**config.mk**
```make
export PLATFORM = sky130hd
export DESIGN_NAME = ccff_chain_loader_flat
export DESIGN_NICKNAME = d
export VERILOG_FILES = /design/src/rtl/ccff_chain_loader_if.sv /design/src/rtl/ccff_chain_loader.sv /design/src/flat_wrapper.sv
export SDC_FILE = /design/constraint.sdc
export NUM_CORES = 1
export LEC_CHECK = 0
export ABC_AREA = 1
export CAP_MARGIN = 20
export CORE_MARGIN = 2
export CORE_UTILIZATION = 56
export DETAILED_ROUTE_END_ITERATION = 6
export GPL_TIMING_DRIVEN = 0
export MAX_ROUTING_LAYER = met4
export PLACE_DENSITY_LB_ADDON = 0.12
export SKIP_CTS_REPAIR_TIMING = 1
export SYNTH_ARGS = -nofsm -noshare
export SYNTH_HDL_FRONTEND = slang
export SYNTH_SLANG_ARGS = --single-unit
export TNS_END_PERCENT = 10
```
**constraint.sdc**
```tcl
create_clock -name prog_clk -period 1.65 [get_ports prog_clk]
set_input_delay 0.33 -clock prog_clk [delete_from_list [all_inputs] [get_ports prog_clk]]
set_output_delay 0.33 -clock prog_clk [all_outputs]
set_load 0.01 [all_outputs]
```
**src/rtl/ccff_chain_loader_if.sv**
```systemverilog
// ccff_chain_loader_if: valid/ready configuration word bus between the
// bitstream distributor (master) and the chain loader (slave).
interface ccff_chain_loader_if #(
  parameter int WORD_W = 8
);
  logic [WORD_W-1:0] cfg_data;
  logic              cfg_valid;
  logic              cfg_ready;

  modport master (
    output cfg_data,
    output cfg_valid,
    input  cfg_ready
  );

  modport slave (
    input  cfg_data,
    input  cfg_valid,
    output cfg_ready
  );
endinterface

```
**src/rtl/ccff_chain_loader.sv**
```systemverilog
// ccff_chain_loader: streams configuration words LSB-first onto one fle ccff chain.
// Optional macro CCFF_READBACK_EN: second pass checks ccff_tail against the stream.
module ccff_chain_loader #(
  parameter int CHAIN_LEN = 26,
  parameter int WORD_W    = 8,
  parameter int CNT_W     = 8
) (
  input  logic               prog_clk,
  input  logic               prog_reset,
  input  logic               start,
  ccff_chain_loader_if.slave cfg,
  output logic               ccff_head,
  input  logic               ccff_tail,
  output logic               ccff_shift_en,
  output logic               busy,
  output logic               done,
  output logic               cfg_err
);

`ifdef CCFF_READBACK_EN
  localparam int PASSES = 2;
`else
  localparam int PASSES = 1;
`endif

  localparam int WORDS_PER_PASS = (CHAIN_LEN + WORD_W - 1) / WORD_W;
  localparam int TOTAL_WORDS    = PASSES * WORDS_PER_PASS;
  localparam int TOTAL_SHIFTS   = PASSES * CHAIN_LEN;
  localparam int LAST_BITS      = (CHAIN_LEN % WORD_W == 0) ? WORD_W : (CHAIN_LEN % WORD_W);
  localparam int BIT_W          = CNT_W + PASSES - 1;
  localparam int WCNT_W         = $clog2(TOTAL_WORDS + 1);
  localparam int WIDX_W         = $clog2(WORDS_PER_PASS + 1);
  localparam int SCNT_W         = $clog2(WORD_W + 1);

  typedef enum logic [1:0] {
    IDLE  = 2'd0,
    LOAD  = 2'd1,
    FLUSH = 2'd2,
    DONE  = 2'd3
  } state_t;

  state_t state_q;
  state_t state_d;

  logic [WORD_W-1:0] hold_reg;
  logic              hold_full;
  logic              hold_last;
  logic [WORD_W-1:0] shift_reg;
  logic [SCNT_W-1:0] shift_cnt;
  logic [WCNT_W-1:0] word_cnt;
  logic [WIDX_W-1:0] word_idx;
  logic [BIT_W-1:0]  bit_cnt;
  logic              head_q;

  logic word_ready;
  logic accept;
  logic shifting;
  logic reload;
  logic final_shift;
  logic load_go;

  always_ff @(posedge prog_clk) begin
    if (prog_reset) begin
      state_q <= IDLE;
    end else begin
      state_q <= state_d;
    end
  end

  // Reload also fires while the last valid bit is leaving, so a steady source never stalls the chain.
  always_comb begin
    state_d       = state_q;
    word_ready    = 1'b0;
    accept        = 1'b0;
    shifting      = 1'b0;
    reload        = 1'b0;
    final_shift   = 1'b0;
    load_go       = 1'b0;
    busy          = 1'b1;
    done          = 1'b0;
    ccff_shift_en = 1'b0;
    ccff_head     = head_q;
    case (state_q)
      IDLE: begin
        busy = 1'b0;
        if (start) begin
          load_go = 1'b1;
          state_d = LOAD;
        end
      end
      LOAD: begin
        word_ready    = !hold_full && (word_cnt < WCNT_W'(TOTAL_WORDS));
        accept        = cfg.cfg_valid && word_ready;
        shifting      = (shift_cnt != '0);
        reload        = hold_full && ((shift_cnt == '0) || (shift_cnt == SCNT_W'(1)));
        final_shift   = shifting && (bit_cnt == BIT_W'(TOTAL_SHIFTS - 1));
        ccff_shift_en = shifting;
        if (shifting) begin
          ccff_head = shift_reg[0];
        end
        if (final_shift) begin
          state_d = FLUSH;
        end
      end
      FLUSH: begin
        state_d = DONE;
      end
      DONE: begin
        done    = 1'b1;
        state_d = IDLE;
      end
      default: begin
        state_d = IDLE;
      end
    endcase
  end

  assign cfg.cfg_ready = word_ready;

  always_ff @(posedge prog_clk) begin
    if (prog_reset || load_go) begin
      hold_reg  <= '0;
      hold_full <= 1'b0;
      hold_last <= 1'b0;
      shift_reg <= '0;
      shift_cnt <= '0;
      word_cnt  <= '0;
      word_idx  <= '0;
      bit_cnt   <= '0;
    end else begin
      if (accept) begin
        hold_reg  <= cfg.cfg_data;
        hold_full <= 1'b1;
        hold_last <= (word_idx == WIDX_W'(WORDS_PER_PASS - 1));
        word_cnt  <= word_cnt + WCNT_W'(1);
        word_idx  <= (word_idx == WIDX_W'(WORDS_PER_PASS - 1)) ? '0 : word_idx + WIDX_W'(1);
      end
      // The final word of each pass carries only the bits that still fit in the chain.
      if (reload) begin
        shift_reg <= hold_reg;
        shift_cnt <= hold_last ? SCNT_W'(LAST_BITS) : SCNT_W'(WORD_W);
        hold_full <= 1'b0;
      end else if (shifting) begin
        shift_reg <= shift_reg >> 1;
        shift_cnt <= shift_cnt - SCNT_W'(1);
      end
      if (shifting) begin
        bit_cnt <= bit_cnt + BIT_W'(1);
      end
    end
  end

  always_ff @(posedge prog_clk) begin
    if (prog_reset) begin
      head_q <= 1'b0;
    end else if (shifting) begin
      head_q <= shift_reg[0];
    end
  end

`ifdef CCFF_READBACK_EN
  logic err_q;

  // During pass 2 the tail presents the pass-1 bit with the same index as the head bit.
  always_ff @(posedge prog_clk) begin
    if (prog_reset || load_go) begin
      err_q <= 1'b0;
    end else if (shifting && (bit_cnt >= BIT_W'(CHAIN_LEN)) && (ccff_tail != shift_reg[0])) begin
      err_q <= 1'b1;
    end
  end

  assign cfg_err = err_q;
`else
  logic unused_tail;
  assign unused_tail = ccff_tail;
  assign cfg_err     = 1'b0;
`endif

endmodule

```
**src/flat_wrapper.sv**
```systemverilog
// flat-port wrapper written by rule: the top's interface ports become plain ports
module ccff_chain_loader_flat 
#(
  parameter int CHAIN_LEN = 26,
  parameter int WORD_W    = 8,
  parameter int CNT_W     = 8
)
  (prog_clk, prog_reset, start, ccff_head, ccff_tail, ccff_shift_en, busy, done, cfg_err, cfg_cfg_data, cfg_cfg_valid, cfg_cfg_ready);
  ccff_chain_loader_if #(.WORD_W(WORD_W)) cfg_i ();
  input  logic prog_clk;
  input  logic prog_reset;
  input  logic start;
  output logic ccff_head;
  input  logic ccff_tail;
  output logic ccff_shift_en;
  output logic busy;
  output logic done;
  output logic cfg_err;
  input wire logic [$bits(cfg_i.cfg_data)-1:0] cfg_cfg_data;
  input wire logic [$bits(cfg_i.cfg_valid)-1:0] cfg_cfg_valid;
  output wire logic [$bits(cfg_i.cfg_ready)-1:0] cfg_cfg_ready;
  assign cfg_i.cfg_data = cfg_cfg_data;
  assign cfg_i.cfg_valid = cfg_cfg_valid;
  assign cfg_cfg_ready = cfg_i.cfg_ready;
  ccff_chain_loader #(.CHAIN_LEN(CHAIN_LEN), .WORD_W(WORD_W), .CNT_W(CNT_W)) u_core (.prog_clk(prog_clk), .prog_reset(prog_reset), .start(start), .cfg(cfg_i), .ccff_head(ccff_head), .ccff_tail(ccff_tail), .ccff_shift_en(ccff_shift_en), .busy(busy), .done(done), .cfg_err(cfg_err));
endmodule
```
* Yosys cells after proc, flatten, opt, wreduce, memory -nomap -nowiden
Cells that the tools add are included.
Storage, ports and cells: register bits after elaboration 39, logic and storage cells 55
Operators by class: add/subtract/negate cells 4, $lt $le $gt $ge 1, eq/ne operators 8, mux-type cells 19, reduce and logical (&&, ||, !) cells 13
Operators with widths (count):
- $mux 8 | 2
- $mux 4 | 3
- $mux 1 | 10
- $add 8x1->8 const B | 1
- $eq 8x5->1 const B | 1
- $pmux 2 s4 | 1
- $add 3x1->3 const B | 2
- $eq 2x2->1 const B | 2
- $eq 4x1->1 const B | 1
- $logic_and 1x1->1 | 4
- $logic_not 4->1 | 1
- $mux 2 | 2
- $reduce_bool 4->1 | 1
- $sub 4x1->4 const B | 1
- $eq 3x2->1 const B | 1
- $lt 3x3->1 const B | 1
- $mux 3 | 1
- $eq 2x1->1 const B | 1
- $logic_not 2->1 | 1
- $logic_or 1x1->1 | 2
- $ne 2x1->1 const B | 1
- $ne 2x2->1 const B | 1
- $reduce_and 2->1 | 1
- $reduce_bool 2->1 | 1
- 2 further kinds | 2

* Longest topological paths before layout
Gate-level depths: netlist of run 1.
depth in word-level cells 5, mapped depth 11, mapped depth without buffers 10

* Worst setup path after synthesis of run 1
No wires, ideal clock.
path type register to output, from register u_core.state_q[1], to output port ccff_head, arrival 1275 ps, slack 45 ps, stages on the path, launching flop included 8, buffers on the path 0, path through dfxtp_1 > inv_1 > ha_1 > nand2_2 > inv_2 > or2_2 > o21ai_1 > inv_1
Between the ends: cells in the longest elaborated chain, start to end 2
RTL lines:
- start: declaration | line ccff_chain_loader.sv:42 | state_t state_q;
- start signal: assignment | line ccff_chain_loader.sv:66 | state_q <= state_d;
- $eq 2x1->1 | line ccff_chain_loader.sv:83 | case (state_q)
- $mux 1 | line ccff_chain_loader.sv:83
- end: declaration | line flat_wrapper.sv:13 | output logic ccff_head;
Every way passes these cells.

* Worst setup path in the final report of run 1
from register u_core.shift_cnt[1], to output port ccff_head
Between the ends: cells in the longest elaborated chain, start to end 3
RTL lines:
- start: declaration | line ccff_chain_loader.sv:49 | logic [SCNT_W-1:0] shift_cnt;
- start signal: assignment | line ccff_chain_loader.sv:141 | shift_cnt <= hold_last ? SCNT_W'(LAST_BITS) : SCNT_W'(WORD_W);
- start signal: assignment | line ccff_chain_loader.sv:145 | shift_cnt <= shift_cnt - SCNT_W'(1);
- $reduce_bool 4->1 | line ccff_chain_loader.sv:94 | shifting = (shift_cnt != '0);
- $mux 1 | line ccff_chain_loader.sv:98 | if (shifting) begin
- $mux 1 | line ccff_chain_loader.sv:83
Every way passes these cells.

==> results of run 1 <==
final timing paths:
path | from | endpoint | slack (ns)
min | u_core.hold_reg[7] | u_core.shift_reg[7] | 0.45
min reg2reg | u_core.hold_reg[7] | u_core.shift_reg[7] | 0.45
max | u_core.shift_cnt[1] | ccff_head | -0.30
max reg2reg | u_core.state_q[0] | u_core.word_idx[2] | 0.14
kinds of logic (layout without fill, tap and decap cells):
kind of cell             after synthesis  after routing  share of synthesized area, %
AND/OR/NAND/NOR                      128            128                          28.6
buffers and inverters                 50             88                          11.8
flip-flops                            39             39                          41.2
AO/OA/AOI/OAI                         37             37                          10.4
adder cells (fa/ha/maj)               11             11                          7.26
other                                  1              1                         0.198
XOR/XNOR                               1              1                         0.462
cells in the mapped netlist:
cell and n:
nand3_1 31, buf_2 3, dfxtp_1 39, nand4_1 1, o211ai_1 1, o21ai_1 1
ha_1 11, nor3b_1 1, conb_1 1, buf_4 2, o22ai_1 1, clkbuf_1 1
nor2_2 1, or2_2 2, buf_6 3, nor3_1 4, xor2_1 1, a21oi_1 25
o21ai_0 6, nor2_1 19, nand2_1 67, a22oi_1 1, inv_1 37, a21oi_2 1
inv_4 1, inv_2 3, nand2_2 2, a211oi_1 1
worst register-to-register path: cells and delay by family (launching register included):
kind	cells	cell delay, ns
AOI/OAI and AO/OA	2	0.35
adders and majority gates	1	0.20
buffers and inverters	4	0.49
DFF	1	0.40
report_power, final:
group / switching (mW) / internal [mW]
clock network: 0.313 / 0.198
registers: 0.0630 / 1.03
logic: 0.451 / 0.386
layout by cell type (no fill, tap or decap), drive strengths merged:
cell type       n
clkinv          1
nor3            4
clkdlybuf4s50  11
o21ai           7
nand4           1
nand2          69
nand3          31
a22oi           1
buf            25
inv            41
nor2           20
or2             2
dfxtp          39
o211ai          1
clkbuf          8
xor2            1
dlymetal6s2s    2
a211oi          1
a21oi          26
nor3b           1
conb            1
ha             11
o22ai           1
final cells by class:
class	count	area [sq um]
flip-flops and latches	39	788
repair buffers	32	277
multi-input cells	178	955
plain buffers	8	68.8
clock inverters	1	5.00
well taps	46	57.6
clock buffers	6	51.3
fillers	279	918
inverters	41	164
per-layer routing:
layer	share of wire, %	wire length (um)
met3	3.3	125
met1	47	1780
met5	0	0
met2	48	1850
met4	1.7	64
==> results.md, run 1 <==
- Synth top area cells: dfxtp_1, nand2_1, nand3_1, inv_1, ha_1
- Die ar.: 0.00387 sq mm
- Routed Antenna Nets: 0
- CTS buffer count: 5
- Worst IR Drop VDD: ~0.00066 V
- Largest net degree at the start of global routing: 12
- WL final: 3820 um
- Post-DP HPWL: ~2500 um
- Crit path launch type: flip-flop
- R2R cell count: 7
- I/O Buffers: 16
- CP dominant cell by count: nand2_4
- Seq/Total Area, Yosys: between 40% and 50%
- Crit path arrival time: roughly 1.6 ns
- Max cap viols: 0
- Total grt overflow: 0
- Critical Path RT: 1.32 ns
- Vias per cell: 4.99
- Crit-path max cell delay: 0.36 ns
- Fin Setup TNS: -0.424 ns
- Vias: about 1800
- Number of global-route vias before repair: 1501
- Synth area leader: dfxtp_1
- Critical path buffers and inverters: 4
- Seq cells post-synth: 39
- Mapped cell area: 0.00190 sq mm
- Syn_nets: 291
- # DRC: 0
- Synth warn: 0
- Ratio of final minimum period to clock period: 118%
- # clock sinks: 39
- Initial antenna violation count: 0
- Core box area: 0.00328 sq mm
- Delay-heaviest family, CP: simple AND/OR/NAND/NOR gates
- Root buf cell: clkbuf_4
- DR iter-0 viols: 71
- Final instance area: 0.00237 sq mm
- Pwr dens: 1030 mW/mm^2
- Placed cell count: 329
- Die height: 62.2 um
- Area growth from synthesis to layout: 24.8%
- Pre-CTS setup slack: -0.543 ns
- Clock input transition at the sequential cells of the worst setup and hold paths: 0.13 ns
- Leakage: 1.13 nW
- Worst setup EP type: output pin
- I/O Pins: 19
- RSZ-0062 raised after global routing: yes
- First-pass GRT wire length: around 6300 um
- CP Cell Sequence: inv_4 -> ha_4 -> nand2_4 -> nand2_4 -> inv_6 -> or2_4 -> o21ai_2 -> inv_1 -> buf_2
- Worst skew pair latency: 0.36 ns
- Row count: 21
- Failing checks: setup timing
- Hold crit path type: reg -> reg
- Tot Pwr: 2.44 mW
- Slew Limit Fails: 0
- M2 GR Usage: 33.8%
- Setup violations, final: 2
- Mapped Cells: 267
- Pre-Repair DR Iteration Count: 4
- Diodes inserted: 0
- Placed Area: approximately 0.0021 sq mm
- Min Tclk post-route: 1.95 ns
- Worst-path fanout max: 5
- Max Fclk: 514 MHz
- DIE WIDTH: between 60 and 70 um
- Total GRT Usage: between 20% and 30%
- Grt met3 use: 4.89%
- Syn avg cell area: slightly above 7 sq um
- Setup WS post-layout: -0.297 ns
- H-tree levels: 2
- Status: finished with violations
- Fin nets: 329
- Setup CP Type: reg -> out
- Skew final: about 0.019 ns
- WHS Path Cells: 2
- Synth top area share: 41.2%
- Slowest cell on the critical path: dfxtp_2
- Worst hold margin: between 0.4 and 0.5 ns
- Maximum clock path buffer count: 2
- CTS tree: done
- Initial core utilization: between 50 and 60%
- GPL Wtd Cong: 0.823
- Util after Layout: 72.0%
- Yosys cell types: 28
- M1 GR Usage: 24.5%
- Crit. path cell count: 9
- Final Non-Filler Cells: 351
- WL/cell: roughly 11 um
- Share of cells above drive strength 1: 19.0%
- Final hold viol count: 0
- GR peak layer: met2
(Power assumes the default switching activity.)
==> run 2, diff against run 1 <==
--- a/config.mk
+++ b/config.mk
@@ -13,6 +13,7 @@
 export GPL_TIMING_DRIVEN = 0
 export MAX_ROUTING_LAYER = met4
 export PLACE_DENSITY_LB_ADDON = 0.12
+export RECOVER_POWER = 25
 export SKIP_CTS_REPAIR_TIMING = 1
 export SYNTH_ARGS = -nofsm -noshare
 export SYNTH_HDL_FRONTEND = slang
==> results of run 2 <==
Final layout, timing and power as in run 1 (identical DEF).
==> run 3, diff against run 2 <==
==> constraint.sdc (replaced) <==
create_clock -name prog_clk -period 1.9 [get_ports prog_clk]
set_input_delay 0.38 -clock prog_clk [delete_from_list [all_inputs] [get_ports prog_clk]]
set_output_delay 0.38 -clock prog_clk [all_outputs]
set_load 0.01 [all_outputs]
==> results.md, run 3 (synthesis results as in run 1) <==
- Status: finished with violations (unchanged)
- Failing checks: setup timing (unchanged)
- Total grt overflow: 0 (unchanged)
- WL final: 3600 um (was 3820 um)
- I/O Buffers: 16 (unchanged)
- Worst-path fanout max: 9 (was 5)
- Ratio of final minimum period to clock period: 108%
- Hold crit path type: reg -> reg (unchanged)
- DR iter-0 viols: 79 (was 71)
- Fill count: 300 (was 279)
- Area of the multi-input gates: 927 sq um (was 955 sq um)
- Pre-Repair DR Iteration Count: 4 (unchanged)
- DIE WIDTH: 62.2 um (unchanged)
- I/O Pins: 19 (unchanged)
- Fin Setup TNS: -0.273 ns (was -0.424 ns)
- Total GRT Usage: 20.3% (unchanged)
- Vias per cell: 4.99 (about the same)
- Commonest non-fill, non-tap cell in the layout: nand2_1 (unchanged)
- Crit path arrival time: 1.66 ns (was 1.62 ns)
- Worst setup EP type: output pin (unchanged)
- Share of cells above drive strength 1: 14.6% (was 19.0%)
- GPL Wtd Cong: 0.823 (unchanged)
- Number of global-route vias before repair: 1501 (unchanged)
- H-tree levels: 2 (unchanged)
- Routed Antenna Nets: 0 (unchanged)
- Post-DP HPWL: 2540 um (unchanged)
- Min Tclk post-route: 2.04 ns
- Final hold viol count: 0 (unchanged)
- Fin nets: 319 (was 329)
- Crit-path max cell delay: 0.34 ns (was 0.36 ns)
- Clock input transition at the sequential cells of the worst setup and hold paths: 0.12 ns (was 0.13 ns)
- Maximum clock path buffer count: 2 (unchanged)
- CTS tree: done (unchanged)
- First-pass GRT wire length: 6250 um (unchanged)
- Worst IR Drop VDD: 0.000617 V (was 0.000656 V)
- Die height: 62.2 um (unchanged)
- Area growth from synthesis to layout: 18.5% (was 24.8%)
- CP Cell Sequence: inv_2 -> ha_4 -> nand2_2 -> nand2_4 -> inv_4 -> or2_2 -> o21ai_2 -> inv_1 -> clkbuf_2 (was inv_4 -> ha_4 -> nand2_4 -> nand2_4 -> inv_6 -> or2_4 -> o21ai_2 -> inv_1 -> buf_2)
- WL/cell: 10.5 um (was 10.9 um)
- Setup violations, final: 2 (unchanged)
- Pwr dens: 893 mW/mm^2 (was 1030 mW/mm^2)
- Critical Path RT: 1.52 ns (was 1.32 ns)
- Root buf cell: clkbuf_4 (unchanged)
- Initial antenna violation count: 0 (unchanged)
- Worst skew pair latency: 0.35 ns (was 0.36 ns)
- Skew final: 0.0107 ns (was 0.0188 ns)
- Leakage: 1.06 nW (was 1.13 nW)
- Util after Layout: 68.4% (was 72.0%)
- CTS buffer count: 5 (unchanged)
- Slowest cell on the critical path: dfxtp_2 (unchanged)
- Worst hold margin: 0.464 ns (was 0.454 ns)
- Largest net degree at the start of global routing: 12 (unchanged)
- # clock sinks: 39 (unchanged)
- Commonest cells after routing, fill and taps aside: nand2_1, dfxtp_1, inv_1, nand3_1, a21oi_1 (unchanged)
- Initial core utilization: 57.7% (unchanged)
- Diodes inserted: 0 (unchanged)
- Crit path launch type: flip-flop (unchanged)
- # DRC: 0 (unchanged)
- Max cap viols: 0 (unchanged)
- Row count: 21 (unchanged)
- RSZ-0062 raised after global routing: yes (unchanged)
- Register area: 786 sq um (was 788 sq um)
- Setup WS post-layout: -0.144 ns (was -0.297 ns)
- Vias: 1701 (was 1753)
- Max Fclk: 489 MHz
- Slew Limit Fails: 0 (unchanged)
- Setup CP Type: reg -> out (unchanged)
- Core box area: 0.00328 sq mm (unchanged)
- Tot Pwr: 2.01 mW (was 2.44 mW)
- Die ar.: 0.00387 sq mm (unchanged)
## run 3: power by group
group | internal (mW) | total (mW) | switching [mW]
Sequential | 0.887 | 0.944 | 0.0563
Combinational | 0.267 | 0.622 | 0.355
Clock | 0.172 | 0.441 | 0.269
## run 3: cell type report
class | count | share of cell area (%)
multi-input cells | 178 | 41.3
flip-flops and latches | 39 | 35.0
repair buffers | 21 | 8.47
inverters | 41 | 7.19
plain buffers | 9 | 3.01
well taps | 46 | 2.56
clock buffers | 6 | 2.28
clock inverters | 1 | 0.223
## run 3: final timing paths
check                       from                   to  slack, ns  cells past startpoint
max          u_core.shift_cnt[0]            ccff_head      -0.14                      9
min           u_core.hold_reg[7]  u_core.shift_reg[7]       0.46                      2
max reg2reg    u_core.state_q[0]   u_core.hold_reg[2]       0.08                      6
min reg2reg   u_core.hold_reg[7]  u_core.shift_reg[7]       0.46                      2
## run 3: stage by stage
stage                     cell area, sq um  instances  setup WS, ns
after detailed placement              2110        329        -0.343
final                                 2250        341        -0.144
after global routing                  2250        341        -0.259
after global placement                2110        329        -0.335
after CTS                             2170        336        -0.745
after floorplan                       1900        267         0.245
## run 3: critical path: cells and delay by family, from the launching register on
| family | cells | cell delay (ns) |
|---|---|---|
| and+or+nand+nor | 3 | 0.45 |
| DFF | 1 | 0.34 |
| buffers and inverters | 4 | 0.32 |
| adders and majority gates | 1 | 0.15 |
| AOI/OAI and AO/OA | 1 | 0.07 |
## run 3: layer usage
metal / GRT usage, % / part of all wire, %
met1: 24.5 / 47
met2: 33.8 / 47
met3: 4.89 / 4.8
met4: 5.83 / 1.0
met5: - / 0
